**config.mk**
```make
export PLATFORM = sky130hd
export DESIGN_NAME = psum_collector
export DESIGN_NICKNAME = d
export VERILOG_FILES = /design/src/rtl/psum_collector_pkg.sv /design/src/rtl/psum_collector_fifo.sv /design/src/rtl/psum_collector.sv
export SDC_FILE = /design/constraint.sdc
export NUM_CORES = 1
export LEC_CHECK = 0
export BUFFER_PORTS_ARGS = -buffer_cell sky130_fd_sc_hd__buf_4
export CORE_MARGIN = 8
export CORE_UTILIZATION = 60
export CTS_CLUSTER_DIAMETER = 100
export DETAILED_ROUTE_END_ITERATION = 8
export GPL_ROUTABILITY_DRIVEN = 0
export GPL_TIMING_DRIVEN = 0
export PLACE_DENSITY = 0.85
export SETUP_SLACK_MARGIN = 0.05
export SYNTH_ARGS = -nofsm -noshare
export SYNTH_HDL_FRONTEND = slang
export SYNTH_HIERARCHICAL = 1
export SYNTH_SLANG_ARGS = --single-unit
```
**constraint.sdc**
```tcl
create_clock -name iClk -period 5.1 [get_ports iClk]
set_clock_uncertainty 0.05 [all_clocks]
set_input_delay 1.275 -clock iClk [delete_from_list [all_inputs] [get_ports iClk]]
set_output_delay 1.275 -clock iClk [all_outputs]
set_load 0.01 [all_outputs]
```
**src/rtl/psum_collector_pkg.sv**
```systemverilog
// rtl/psum_collector_pkg.sv - shared FSM encoding and default sizes for the psum collector
package psum_collector_pkg;

  localparam int PSUM_DATA_WIDTH = 8;
  localparam int PSUM_COLS       = 4;
  localparam int PSUM_ROWS       = 4;
  localparam int PSUM_FIFO_DEPTH = 4;

  typedef enum logic [2:0] {
    ST_IDLE  = 3'd0,
    ST_FILL  = 3'd1,
    ST_DRAIN = 3'd2,
    ST_FLUSH = 3'd3,
    ST_DONE  = 3'd4
  } state_e;

endpackage

```
**src/rtl/psum_collector_fifo.sv**
```systemverilog
// rtl/psum_collector_fifo.sv - first-word fall-through row buffer; depth must be a power of 2 (>= 2)
module psum_fifo #(
  parameter int Width = 32,
  parameter int Depth = 4
) (
  input  logic             clk_i,
  input  logic             rst_ni,
  input  logic             push_i,
  input  logic [Width-1:0] data_i,
  input  logic             pop_i,
  output logic [Width-1:0] data_o,
  output logic             full_o,
  output logic             empty_o,
  output logic             drop_o
);

  localparam int AW = $clog2(Depth);
  localparam logic [AW:0] FULL_CNT = (AW+1)'(Depth);

  logic [Width-1:0] mem_q [Depth];
  logic [AW-1:0]    wr_q, rd_q;
  logic [AW:0]      cnt_q, cnt_d;
  logic             do_push, do_pop;

  assign full_o  = (cnt_q == FULL_CNT);
  assign empty_o = (cnt_q == '0);
  assign do_pop  = pop_i & ~empty_o;
  // A full FIFO still accepts a push when the head leaves in the same cycle.
  assign do_push = push_i & (~full_o | do_pop);
  assign drop_o  = push_i & ~do_push;
  assign data_o  = empty_o ? '0 : mem_q[rd_q];

  always_comb begin
    cnt_d = cnt_q;
    case ({do_push, do_pop})
      2'b10:   cnt_d = cnt_q + 1'b1;
      2'b01:   cnt_d = cnt_q - 1'b1;
      default: cnt_d = cnt_q;
    endcase
  end

  always_ff @(posedge clk_i or negedge rst_ni) begin
    if (!rst_ni) begin
      wr_q  <= '0;
      rd_q  <= '0;
      cnt_q <= '0;
    end else begin
      if (do_push) wr_q <= wr_q + 1'b1;
      if (do_pop)  rd_q <= rd_q + 1'b1;
      cnt_q <= cnt_d;
    end
  end

  always_ff @(posedge clk_i) begin
    if (do_push) mem_q[wr_q] <= data_i;
  end

endmodule

```
**src/rtl/psum_collector.sv**
```systemverilog
// rtl/psum_collector.sv - deskews systolic-array column outputs into whole rows and buffers them
module psum_collector
  import psum_collector_pkg::*;
#(
  parameter int Data_width = PSUM_DATA_WIDTH,
  parameter int Cols       = PSUM_COLS,
  parameter int Rows       = PSUM_ROWS,
  parameter int Fifo_depth = PSUM_FIFO_DEPTH
) (
  input  logic                       iClk,
  input  logic                       iRest_n,
  input  logic                       Start,
  input  logic [7:0]                 Num_rows,
  input  logic [Cols*Data_width-1:0] Psum_f_top,
  output logic [Cols*Data_width-1:0] Row_out,
  output logic                       Row_valid,
  input  logic                       Row_ready,
  output logic                       Busy,
  output logic                       Done,
  output logic                       Overflow
);

  localparam int RowW = Cols * Data_width;
  // The Start cycle counts as the first fill cycle, so DRAIN is entered one edge
  // before the first aligned row is captured.
  localparam logic [15:0] FILL_LAST = 16'(Rows + Cols - 1);

  state_e      state_q;
  logic [15:0] cnt_q;
  logic [7:0]  rows_q;
  logic        busy_q, done_q, ovf_q;

  logic [RowW-1:0] aligned;
  logic            push, pop, fifo_full, fifo_empty, fifo_drop;

  for (genvar c = 0; c < Cols; c++) begin : g_col
    localparam int Stages = Cols - 1 - c;
    if (Stages == 0) begin : g_pass
      assign aligned[c*Data_width +: Data_width] = Psum_f_top[c*Data_width +: Data_width];
    end else begin : g_dly
      logic [Data_width-1:0] dly_q [Stages];
      always_ff @(posedge iClk or negedge iRest_n) begin
        if (!iRest_n) begin
          for (int i = 0; i < Stages; i++) dly_q[i] <= '0;
        end else begin
          dly_q[0] <= Psum_f_top[c*Data_width +: Data_width];
          for (int i = 1; i < Stages; i++) dly_q[i] <= dly_q[i-1];
        end
      end
      assign aligned[c*Data_width +: Data_width] = dly_q[Stages-1];
    end
  end

  assign push = (state_q == ST_DRAIN);
  assign pop  = Row_valid & Row_ready;

  psum_fifo #(
    .Width (RowW),
    .Depth (Fifo_depth)
  ) u_fifo (
    .clk_i   (iClk),
    .rst_ni  (iRest_n),
    .push_i  (push),
    .data_i  (aligned),
    .pop_i   (pop),
    .data_o  (Row_out),
    .full_o  (fifo_full),
    .empty_o (fifo_empty),
    .drop_o  (fifo_drop)
  );

  assign Row_valid = ~fifo_empty;
  assign Busy      = busy_q;
  assign Done      = done_q;
  assign Overflow  = ovf_q;

  always_ff @(posedge iClk or negedge iRest_n) begin
    if (!iRest_n) begin
      state_q <= ST_IDLE;
      cnt_q   <= '0;
      rows_q  <= '0;
      busy_q  <= 1'b0;
      done_q  <= 1'b0;
      ovf_q   <= 1'b0;
    end else begin
      done_q <= 1'b0;
      if (fifo_drop) ovf_q <= 1'b1;
      case (state_q)
        ST_IDLE: begin
          if (Start) begin
            ovf_q  <= 1'b0;
            rows_q <= Num_rows;
            cnt_q  <= 16'd1;
            if (Num_rows == 8'd0) begin
              state_q <= ST_DONE;
              done_q  <= 1'b1;
            end else begin
              state_q <= ST_FILL;
              busy_q  <= 1'b1;
            end
          end
        end
        ST_FILL: begin
          if (cnt_q >= FILL_LAST - 16'd1) begin
            state_q <= ST_DRAIN;
            cnt_q   <= '0;
          end else begin
            cnt_q <= cnt_q + 16'd1;
          end
        end
        ST_DRAIN: begin
          if (cnt_q == {8'h00, rows_q} - 16'd1) begin
            state_q <= ST_FLUSH;
            cnt_q   <= '0;
          end else begin
            cnt_q <= cnt_q + 16'd1;
          end
        end
        ST_FLUSH: begin
          if (fifo_empty) begin
            state_q <= ST_DONE;
            busy_q  <= 1'b0;
            done_q  <= 1'b1;
          end
        end
        ST_DONE: state_q <= ST_IDLE;
        default: state_q <= ST_IDLE;
      endcase
    end
  end

  logic unused_full;
  assign unused_full = fifo_full;

endmodule

```
==> reports/results.txt <==
The die covers 0.0179 sq mm. Counting buffers and inverters, the worst setup path is 6 cells deep. The launching element of the worst setup path was u_fifo/cnt_q[0].

The final critical path takes up 71.4% of the cycle. The tools report the clock latency of the later-clocked register in the worst-skew pair as 0.49 ns. The number of nets handed over by synthesis was 542. The fraction of final layout cells sized beyond drive strength 1 works out to 28.5%. The longest clock path from root to sink contains 3 buffers. The detail route stage leaves a number of antenna-violating nets equal to 0.

The run gives 0 as the number of antenna violations at the first check in global routing. At the placement stage, the worst setup path has a slack of 1.55 ns. The synthesized netlist occupies a cell area of 0.00834 sq mm.

Static timing analysis puts the maximum clock frequency at 275 MHz. The tools report the number of clock buffers inserted by TritonCTS as 21. The number of design-rule violations left by the first detailed-router iteration is 426. The number of hold-slack violations in the final timing report was 0. For this design the static power due to leakage is 3.74 nW. In the routed design, unresolved DRC markers number 0. The gate family responsible for the most delay along the worst path was buffers and inverters. 0 antenna diodes ended up in the layout. The final setup violation count was 0. The clock sink count was 213. The number of global-route vias before repair came out at 4,787. The first global-routing pass estimated 25,400 um of wire. TritonCTS built the clock tree.

The CTS clock-pin slew for the worst setup and hold paths works out to 0.06 ns. The library cell contributing the largest single delay on the critical path was sky130_fd_sc_hd__or3_2. The run finished with clean final reports. Setup repair after global routing left no endpoint under its margin. Startpoint of the worst register-to-register path: u_fifo/cnt_q[2].

Setup slack on the worst reg-to-reg path comes out at 1.48 ns. Counting cells, the worst reg-to-reg path comes to 11. The critical path goes through or3_2 -> clkbuf_1 -> clkbuf_1 -> inv_1 -> inv_1 -> buf_4. The endpoint identified for the worst register-to-register timing path is u_fifo/cnt_q[2]. After clock tree synthesis, the repair step resized 0 gates. The first detailed-routing pass took 5 iterations.

The worst setup path is captured at an output port. Relative to the synthesized area, the layout overhead comes to 17.7%. After clock tree synthesis, the setup repair step added 0 buffers.

Starting density of the core: 60.8%. Headroom to the max-slew limit came out at 27.5%. Following the worst setup path forward leads to its endpoint at Row_valid. The core region area is 0.0137 sq mm. The initialized floorplan defines 43 standard-cell rows. The logs give 0 for the number of slew-limit violations in the final report and 3.77 ns for the required time of the worst setup path. For this design the ratio of total power to cell area is 608 mW/mm^2. Detailed routing inserted a total of 4,531 vias. VDD sags by at most 0.000351 V. The tree is rooted in a sky130_fd_sc_hd__clkbuf_16.

During I/O placement, the number of pins put on the boundary was 80. Number of instances in the synthesized netlist: 490. Average size of a mapped cell: 17.0 sq um. The run gives 0 as the number of buffers inserted for hold repair after clock tree synthesis.

STA classifies the critical path startpoint as a flop. The total of buffers placed on input and output ports was 79; the accumulated negative setup slack was 0 ns. Data on the critical path arrives at its endpoint at 2.32 ns. The count of nets after finishing is 644, and the detailed placement HPWL is 9660 um. The floorplan step set the die height to 134 um.

After detailed routing, the number of vias per cell comes to 5.76. The max-capacitance violation count was 0. The critical path buffer and inverter count was 5. Global routing used 17.9% of the available tracks. In the post-route analysis, the smallest setup slack over all paths is 1.46 ns. The worst hold-check path type was flop to flop.

Entering global routing, the biggest net connects 86 pins. The total wire length came out at 15,700 um. The die is 134 um wide.

The worst setup path is of the flop to output port kind. Yosys printed 6 warnings. In this design, the stage delay of the slowest critical-path cell is 0.49 ns. For the pin with the worst max-slew slack, the measured transition is 1.09 ns. In this run the worst path has a maximum fanout of 10.

After global routing the overflow that remains totals 0. For the H-tree depth, the log shows 1. Routed wirelength normalized by instance count: 20.0 um.

The worst path needs 3.64 ns of the cycle, external delays included.
==> metal layers <==
layer  GRT usage [%]  vias up  wire, um
li1                -     2064         -
met2            29.9      134      7960
met5               0        -         0
met3            3.70       29       840
met1            23.1     2304      6600
met4            5.93        0       336
==> worst min-delay path by stage <==
stage	start	end	slack, ns	cells past startpoint
2_1_floorplan	g_col[0].g_dly.dly_q[8]	aligned[0]	0.28	0
3_3_place_gp	g_col[0].g_dly.dly_q[12]	aligned[4]	0.28	0
3_5_place_dp	g_col[0].g_dly.dly_q[22]	g_col[0].g_dly.dly_q[14]	0.28	0
4_1_cts	g_col[0].g_dly.dly_q[22]	g_col[0].g_dly.dly_q[14]	0.30	0
5_1_grt	g_col[0].g_dly.dly_q[17]	g_col[0].g_dly.dly_q[9]	0.30	0
6_report	g_col[0].g_dly.dly_q[22]	g_col[0].g_dly.dly_q[14]	0.30	0
==> state kept, by name, summed over array words and instances, names as in the netlist <==
signal	cells
Busy	1
Done	1
Overflow	1
aligned	16
cnt_q	16
g_col.g_dly.dly_q	32
rows_q	8
state_q	3
u_fifo/cnt_q	3
u_fifo/mem_q	128
u_fifo/rd_q	2
u_fifo/wr_q	2
==> through the flow <==
stage	area, sq um	hold WS, ns	std cells	total power, W	util (%)
2_1_floorplan	8340	0.281	490	0.00375	-
3_3_place_gp	9160	0.282	749	0.00443	66.8
3_5_place_dp	9160	0.285	749	0.00453	66.8
4_1_cts	9820	0.298	786	0.00603	71.5
5_1_grt	9820	0.305	786	0.00628	71.5
6_report	9820	0.297	786	0.00597	71.5
==> cells in the final DEF (no fill, tap or decap), types with 5 or more instances in the layout <==
cell and instances:
sky130_fd_sc_hd__and2_1 32, sky130_fd_sc_hd__buf_2 6, sky130_fd_sc_hd__buf_4 83, sky130_fd_sc_hd__clkbuf_1 16, sky130_fd_sc_hd__clkbuf_16 21, sky130_fd_sc_hd__dfrtp_1 85
sky130_fd_sc_hd__edfxtp_1 128, sky130_fd_sc_hd__ha_1 7, sky130_fd_sc_hd__inv_1 11, sky130_fd_sc_hd__mux2_2 7, sky130_fd_sc_hd__mux4_2 32, sky130_fd_sc_hd__nand2_1 23
sky130_fd_sc_hd__nand3_1 14, sky130_fd_sc_hd__nor2_1 12, sky130_fd_sc_hd__o211ai_1 6, sky130_fd_sc_hd__o21ai_0 13, sky130_fd_sc_hd__o31ai_1 5, sky130_fd_sc_hd__xnor2_1 12
sky130_fd_sc_hd__xor2_1 6
==> area by class of cell <==
| type | instances | area, sq um |
|---|---|---|
| repair buffers | 79 | 593 |
| clock buffers | 30 | 589 |
| inverters | 11 | 41.3 |
| fillers | 840 | 3900 |
| clock inverters | 7 | 65.1 |
| multi-input cells | 244 | 2220 |
| flip-flops and latches | 213 | 5970 |
| plain buffers | 22 | 113 |
| well taps | 180 | 225 |
==> where the power goes <==
part | internal [W] | total [W] | switching [W]
sequential | 0.00221 | 0.00239 | 0.000179
combinational | 0.00101 | 0.00212 | 0.00111
clock | 0.000855 | 0.00146 | 0.000604
(Power assumes the default switching activity.)
